`src/rtl/inport_fifo.sv`:
```
// Input-port buffer feeding the datapath inportInput.
// The device pushes through a valid/ready handshake. Each rising edge of
// INPORTout advances the head word. Sticky ovf/unf flags are kept for polling.
module inport_fifo #(
  parameter int WIDTH = 32,
  parameter int DEPTH = 8,
  parameter int AW    = $clog2(DEPTH)
) (
  input  logic             Clock,
  input  logic             Reset,
  input  logic [WIDTH-1:0] dev_data,
  input  logic             dev_valid,
  output logic             dev_ready,
  input  logic             INPORTout,
  output logic [WIDTH-1:0] inport_data,
  output logic             inport_valid,
  output logic [AW:0]      count,
  output logic             ovf,
  output logic             unf,
  input  logic             clr_flags
);

  localparam logic [AW:0] FullCnt = (AW+1)'(DEPTH);

  logic [WIDTH-1:0] mem [DEPTH];
  logic [AW-1:0]    wp;
  logic [AW-1:0]    rp;
  logic [AW:0]      cntQ;
  logic             inpQ;
  logic             ovfQ;
  logic             unfQ;

  logic full;
  logic empty;
  logic push;
  logic popReq;
  logic pop;

  // Handshake and pop decode from registered state only
  always_comb begin
    full   = (cntQ == FullCnt);
    empty  = (cntQ == '0);
    push   = dev_valid && !full;
    popReq = INPORTout && !inpQ;
    pop    = popReq && !empty;
  end

  // Storage write; contents are not reset because they are invisible while empty
  always_ff @(posedge Clock) begin
    if (push && Reset) mem[wp] <= dev_data;
  end

  // Pointers, occupancy, strobe edge detect and sticky flags
  always_ff @(posedge Clock or negedge Reset) begin
    if (!Reset) begin
      wp   <= '0;
      rp   <= '0;
      cntQ <= '0;
      inpQ <= 1'b0;
      ovfQ <= 1'b0;
      unfQ <= 1'b0;
    end else begin
      inpQ <= INPORTout;
      if (push) wp <= wp + AW'(1);
      if (pop)  rp <= rp + AW'(1);
      if (push && !pop)      cntQ <= cntQ + (AW+1)'(1);
      else if (pop && !push) cntQ <= cntQ - (AW+1)'(1);
      // Clearing wins over a same-cycle set so software never misses the clear
      if (clr_flags) begin
        ovfQ <= 1'b0;
        unfQ <= 1'b0;
      end else begin
        if (dev_valid && full) ovfQ <= 1'b1;
        if (popReq && empty)   unfQ <= 1'b1;
      end
    end
  end

  // Output drive; the head reads as zero when nothing is buffered
  always_comb begin
    dev_ready    = !full;
    inport_valid = !empty;
    inport_data  = empty ? '0 : mem[rp];
    count        = cntQ;
    ovf          = ovfQ;
    unf          = unfQ;
  end

endmodule

```
`config.mk`:
```
export PLATFORM = sky130hd
export DESIGN_NAME = inport_fifo
export DESIGN_NICKNAME = d
export VERILOG_FILES = /design/src/rtl/inport_fifo.sv
export SDC_FILE = /design/constraint.sdc
export NUM_CORES = 1
export LEC_CHECK = 0
export BUFFER_PORTS_ARGS = -buffer_cell sky130_fd_sc_hd__buf_2
export CORE_ASPECT_RATIO = 1.2
export CORE_MARGIN = 2
export CORE_UTILIZATION = 30
export DETAILED_ROUTE_END_ITERATION = 10
export MAX_ROUTING_LAYER = met4
export PLACE_DENSITY_LB_ADDON = 0.1
export SYNTH_ARGS = -nofsm -noshare
export SYNTH_HDL_FRONTEND = slang
export SYNTH_SLANG_ARGS = --single-unit
export TNS_END_PERCENT = 5
```
`constraint.sdc`:
```
create_clock -name Clock -period 5.05 [get_ports Clock]
set_clock_uncertainty 0.1 [all_clocks]
set_input_delay 1.2625 -clock Clock [delete_from_list [all_inputs] [get_ports Clock]]
set_output_delay 1.2625 -clock Clock [all_outputs]
set_load 0.02 [all_outputs]
```
=== After elaboration in Yosys (flattened, before gate mapping) ===
Memory sizes are Yosys's and may differ from the RTL's.
Index checks and enable logic that the tools add are counted.

* Bits in read-only memories: 0
* RAM bits: 256
* Bits in latches: 0
* Register bits: 13
* Output and inout port bits: 40
* Memories: 1
* Bits of input ports: 37

* Eq/ne operators: 1
* Reduce and logical (&&, ||, !) cells: 17
* $add $sub $neg: 4
* Muxes and demuxes: 9
* Order comparisons: 0
* Div/mod/pow operators: 0
* Multipliers: 0
* Shifts and indexed selects: 0
* Bitwise logic cells: 0

{| class="wikitable"
|+ Memory list
! name !! words !! width !! read ports !! clocked after Yosys merged registers in !! write ports !! RTL line !! source
|-
| mem || 8 || 32 || 1 || 0 || 1 || 25 || <nowiki>logic [WIDTH-1:0] mem [DEPTH];</nowiki>
|}

{| class="wikitable"
|+ Operator list
! cell !! number
|-
| 2-to-1 mux 32 bit || 1
|-
| logical AND 1 bit || 8
|-
| 2-to-1 mux 4 bit || 2
|-
| adder 3 x 1 -> 3 bit (second input constant) || 2
|-
| 2-to-1 mux 1 bit || 6
|-
| nonzero test 2 bit || 3
|-
| zero test 1 bit || 5
|-
| adder 4 x 1 -> 4 bit (second input constant) || 1
|-
| == test 4 bit (second input constant) || 1
|-
| zero test 4 bit || 1
|-
| subtractor 4 x 1 -> 4 bit (second input constant) || 1
|}

=== Logic depth before layout (Yosys ltp) ===
* Word-level depth: 7
* Depth in mapped cells: 10
* Mapped depth without buffers: 9

=== Worst setup path before layout ===
OpenSTA, ideal clock, no wires.

* Path kind: input to register
* From: input port dev_valid
* To: memory mem[3][0], enable pin
* Arrival: 3.657 ns
* Required time: 4.489 ns
* Stages on the path: 2
* Slack: 0.832 ns
* Buffers on the path: 0
* Setup time: 0.461 ns
* Cells stage by stage: nand3_1 nor3_1

* Cells in the longest elaborated chain, start to end: 4

{| class="wikitable"
|+ Ends and longest elaborated chain
! item !! RTL line !! source
|-
| from (decl) || 12 || <nowiki>input logic dev_valid,</nowiki>
|-
| logical AND 1 bit || 43 || <nowiki>push = dev_valid && !full;</nowiki>
|-
| logical AND 1 bit || 50 || <nowiki>if (push && Reset) mem[wp] <= dev_data;</nowiki>
|-
| 2-to-1 mux 1 bit || 50 ||
|-
| 2-to-1 mux 1 bit (implied by the code) || 50 ||
|-
| to (decl) || 25 ||
|}

Every way passes these cells.

=== Worst setup path after layout ===
* From: register rp[0]
* To: output port inport_data[3]

* Cells in the longest elaborated chain, start to end: 2

{| class="wikitable"
|+ Ends and longest elaborated chain
! item !! RTL line !! source
|-
| from (decl) || 27 || <nowiki>logic [AW-1:0] rp;</nowiki>
|-
| from (signal assigned) || 65 || <nowiki>if (pop) rp <= rp + AW'(1);</nowiki>
|-
| memory (8 x 32 bit) || -- ||
|-
| 2-to-1 mux 32 bit || 83 || <nowiki>inport_data = empty ? '0 : mem[rp];</nowiki>
|-
| to (decl) || 15 || <nowiki>output logic [WIDTH-1:0] inport_data,</nowiki>
|}

Every way passes these cells.

==> results.sh <==
export IMPL_result_of_the_run="finished, final reports clean"
export IMPL_worstPathRequired_ps=3690
export IMPL_layout_cells_most_common_list="sky130_fd_sc_hd__edfxtp_1 (256), sky130_fd_sc_hd__buf_2 (76), sky130_fd_sc_hd__mux4_2 (64)"
export IMPL_synth_area_leader_cell="sky130_fd_sc_hd__edfxtp_1"
export IMPL_routabilityCongestion=0.701
export IMPL_placement_io_buffers=76
export IMPL_holdPathStages=2
export IMPL_ys_ff_latch=269
export IMPL_cts_hold_buffers_added=0
export IMPL_dpl_cell_area_um2=11400
export IMPL_synth_ff_type="sky130_fd_sc_hd__edfxtp_1"
export IMPL_minimum_clock_period_after_layout_ps=4120
export IMPL_synth_top_area_share_pct=74.6
export IMPL_cts_root_buffer="sky130_fd_sc_hd__clkbuf_16"
export IMPL_clock_transition_at_path_regs_ps=60
export IMPL_synthesis_yosys_warnings=0
export IMPL_tritoncts="built"
export IMPL_grt_first_pass_wirelength_mm=33.5
export IMPL_clock_latency_ps=550
export IMPL_post_detailed_placement_half_perimeter_wirelength_mm=12.8
export IMPL_tns_ps=0
export IMPL_worstRegToRegCells=9
export IMPL_fp_dieH_um=207
export IMPL_cap_violations=0
export IMPL_worst_setup_path_type="register to primary output"
export IMPL_num_rows=74
export IMPL_ios=77
export IMPL_place_inst=976
export IMPL_globalRouteOverflowTotal=0
export IMPL_syn_num_nets=492
export IMPL_cts_max_level=1
export IMPL_synthArstFlopShare_pct=4.83
export IMPL_hold_viol_final=0
export IMPL_layout_cell_area_non_filler_um2=12300
export IMPL_slew_limit_headroom_pct=44.5
export IMPL_clock_sinks=269
export IMPL_design_power_total_w=0.00713
export IMPL_areaGrowthSynthToFinish_pct=19.3
export IMPL_utilization_pct=36.2
export IMPL_start_util_pct=30.3
export IMPL_syn_area_per_cell_um2=23.0
export IMPL_wl_mm=22.3
export IMPL_cts_made_buffers=29
export IMPL_chipWidth_um=173
export IMPL_grt_setup_unrepaired="false"
export IMPL_worst_r2r_setup_slack_ps=2000
export IMPL_worst_slew_pin_slew_ps=828
export IMPL_cp_end_kind="primary output"
export IMPL_arrival_ps=2750
export IMPL_synth_edf_count=256
export IMPL_die_area_um2=35900
export IMPL_routed_wire_length_per_instance_um=21.6
export IMPL_grt_use_total_pct=12.9
export IMPL_finalCritPeriodShare_pct=81.5
export IMPL_synth_area_leaders="sky130_fd_sc_hd__edfxtp_1 (75%), sky130_fd_sc_hd__mux4_2 (14%), sky130_fd_sc_hd__dfrtp_1 (3.2%), sky130_fd_sc_hd__a22o_1 (2.7%), sky130_fd_sc_hd__ha_1 (0.61%)"
export IMPL_vdd_drop_max_mv=0.383
export IMPL_final_antenna_net_count=0
export IMPL_setup_violations_final=0
export IMPL_timing_fmax_ghz=0.243
export IMPL_n_fill_cell=3163
export IMPL_p_leak_nw=4.03
export IMPL_dr_pass1_iters=6
export IMPL_syn_area_um2=10300
export IMPL_ctsLongestPathBuffers=3
export IMPL_vias=4825
export IMPL_timing_hold_worst_class="register to register"
export IMPL_post_route_cells_drive_above_1_share_pct=37.3
export IMPL_syn_instance_count=449
export IMPL_final_nets=594
export IMPL_seq_area_frac_synth_pct=77.7
export IMPL_pin_count_of_the_biggest_net_entering_global_routing=49
export IMPL_detailedRoute_firstIterationViolations=381
export IMPL_maxSlewViolCount=0
export IMPL_core_area_um2=34000
export IMPL_power_density_nw_per_um2=580
export IMPL_synth_distinct_cells=35
export IMPL_grt_pass1_vias=5319
export IMPL_final_common_cell="sky130_fd_sc_hd__edfxtp_1"
export IMPL_post_cts_buffers=0
export IMPL_finalNonFillerCells=1031
export IMPL_crit_path_start_kind="register"
export IMPL_vias_per_cell=4.68
export IMPL_route_detailed_drc=0
export IMPL_crit_path_max_fanout=29
export IMPL_post_cts_resize_count=0
export IMPL_antenna_found_initial=2
==> synthesized netlist by cell type, types with 2 or more instances <==
cell type                  count
sky130_fd_sc_hd__edfxtp_1    256
sky130_fd_sc_hd__mux4_2       64
sky130_fd_sc_hd__a22o_1       32
sky130_fd_sc_hd__dfrtp_1      13
sky130_fd_sc_hd__nor2_1        7
sky130_fd_sc_hd__nand3_1       6
sky130_fd_sc_hd__nor3_1        6
sky130_fd_sc_hd__xnor2_1       6
sky130_fd_sc_hd__buf_1         5
sky130_fd_sc_hd__buf_2         5
sky130_fd_sc_hd__clkbuf_1      5
sky130_fd_sc_hd__ha_1          5
sky130_fd_sc_hd__nand2_1       5
sky130_fd_sc_hd__buf_6         4
sky130_fd_sc_hd__a21oi_1       3
sky130_fd_sc_hd__buf_4         3
sky130_fd_sc_hd__mux2_2        3
sky130_fd_sc_hd__inv_1         2
sky130_fd_sc_hd__nand3b_1      2
sky130_fd_sc_hd__o211ai_1      2
==> registers in the layout, summed over array words and instances (netlist names) <==
register	cells
wp	3
rp	3
unf	1
ovf	1
count	4
inpQ	1
mem	256
==> routing by layer <==
metal	vias up	wire length [um]	track usage, %
li1	2128	-	-
met5	-	0	-
met2	96	11500	21.7
met4	0	397	3.57
met3	29	910	2.20
met1	2572	9490	16.0
==> cells by family (layout without fill, tap and decap cells) <==
logic type,after synthesis,in the layout,synth area share [%]
fa+ha+maj,6,6,0.801
buf+inv,26,150,1.42
mux,68,68,14.4
flops,269,269,77.7
other cells,0,2,0
xor+xnor,6,6,0.510
compound gates,40,40,3.23
simple gates,34,34,1.89
==> power by group <==
group / internal [W] / leakage (nW) / switching (W)
Combinational: 0.000974 / 1.11 / 0.00121
Clock: 0.00125 / 0.453 / 0.000834
Sequential: 0.00265 / 2.47 / 0.000204
==> final cells by class <==
| cell class | count | area, um^2 | share of cell area, % |
|---|---|---|---|
| flip-flops and latches | 269 | 8020 | 65.2 |
| multi-input cells | 154 | 2210 | 17.9 |
| well taps | 456 | 571 | 4.64 |
| repair buffers | 94 | 553 | 4.50 |
| inverters | 3 | 11.3 | 0.0916 |
| diodes | 2 | 5.00 | 0.0407 |
| clock inverters | 17 | 181 | 1.48 |
| clock buffers | 36 | 752 | 6.12 |
==> per-stage QoR <==
| step | hold slack, ps | worst slack, ps |
|---|---|---|
| after floorplan | 367 | 832 |
| after global placement | 384 | 1410 |
| after detailed placement | 394 | 1410 |
| after CTS | 409 | 803 |
| after global routing | 460 | 762 |
| final | 406 | 934 |
==> worst max-delay path, cell delays in order, from the launching register on <==
cell	delay, ps
sky130_fd_sc_hd__dfrtp_4	820
sky130_fd_sc_hd__buf_4	400
sky130_fd_sc_hd__mux4_2	540
sky130_fd_sc_hd__a22o_1	260
sky130_fd_sc_hd__buf_2	160
==> worst paths after layout <==
check / from / endpoint
hold reg to reg: unf$_DFFE_PN0P_ / unf$_DFFE_PN0P_
hold / removal: unf$_DFFE_PN0P_ / unf$_DFFE_PN0P_
min in group asynchronous: Reset / wp[0]$_DFFE_PN0P_
setup / recovery: rp[0]$_DFFE_PN0P_ / inport_data[3]
max in group asynchronous: Reset / rp[0]$_DFFE_PN0P_
setup reg to reg: count[0]$_DFFE_PN0P_ / count[3]$_DFFE_PN0P_
Power figures use the tool's default switching activity.
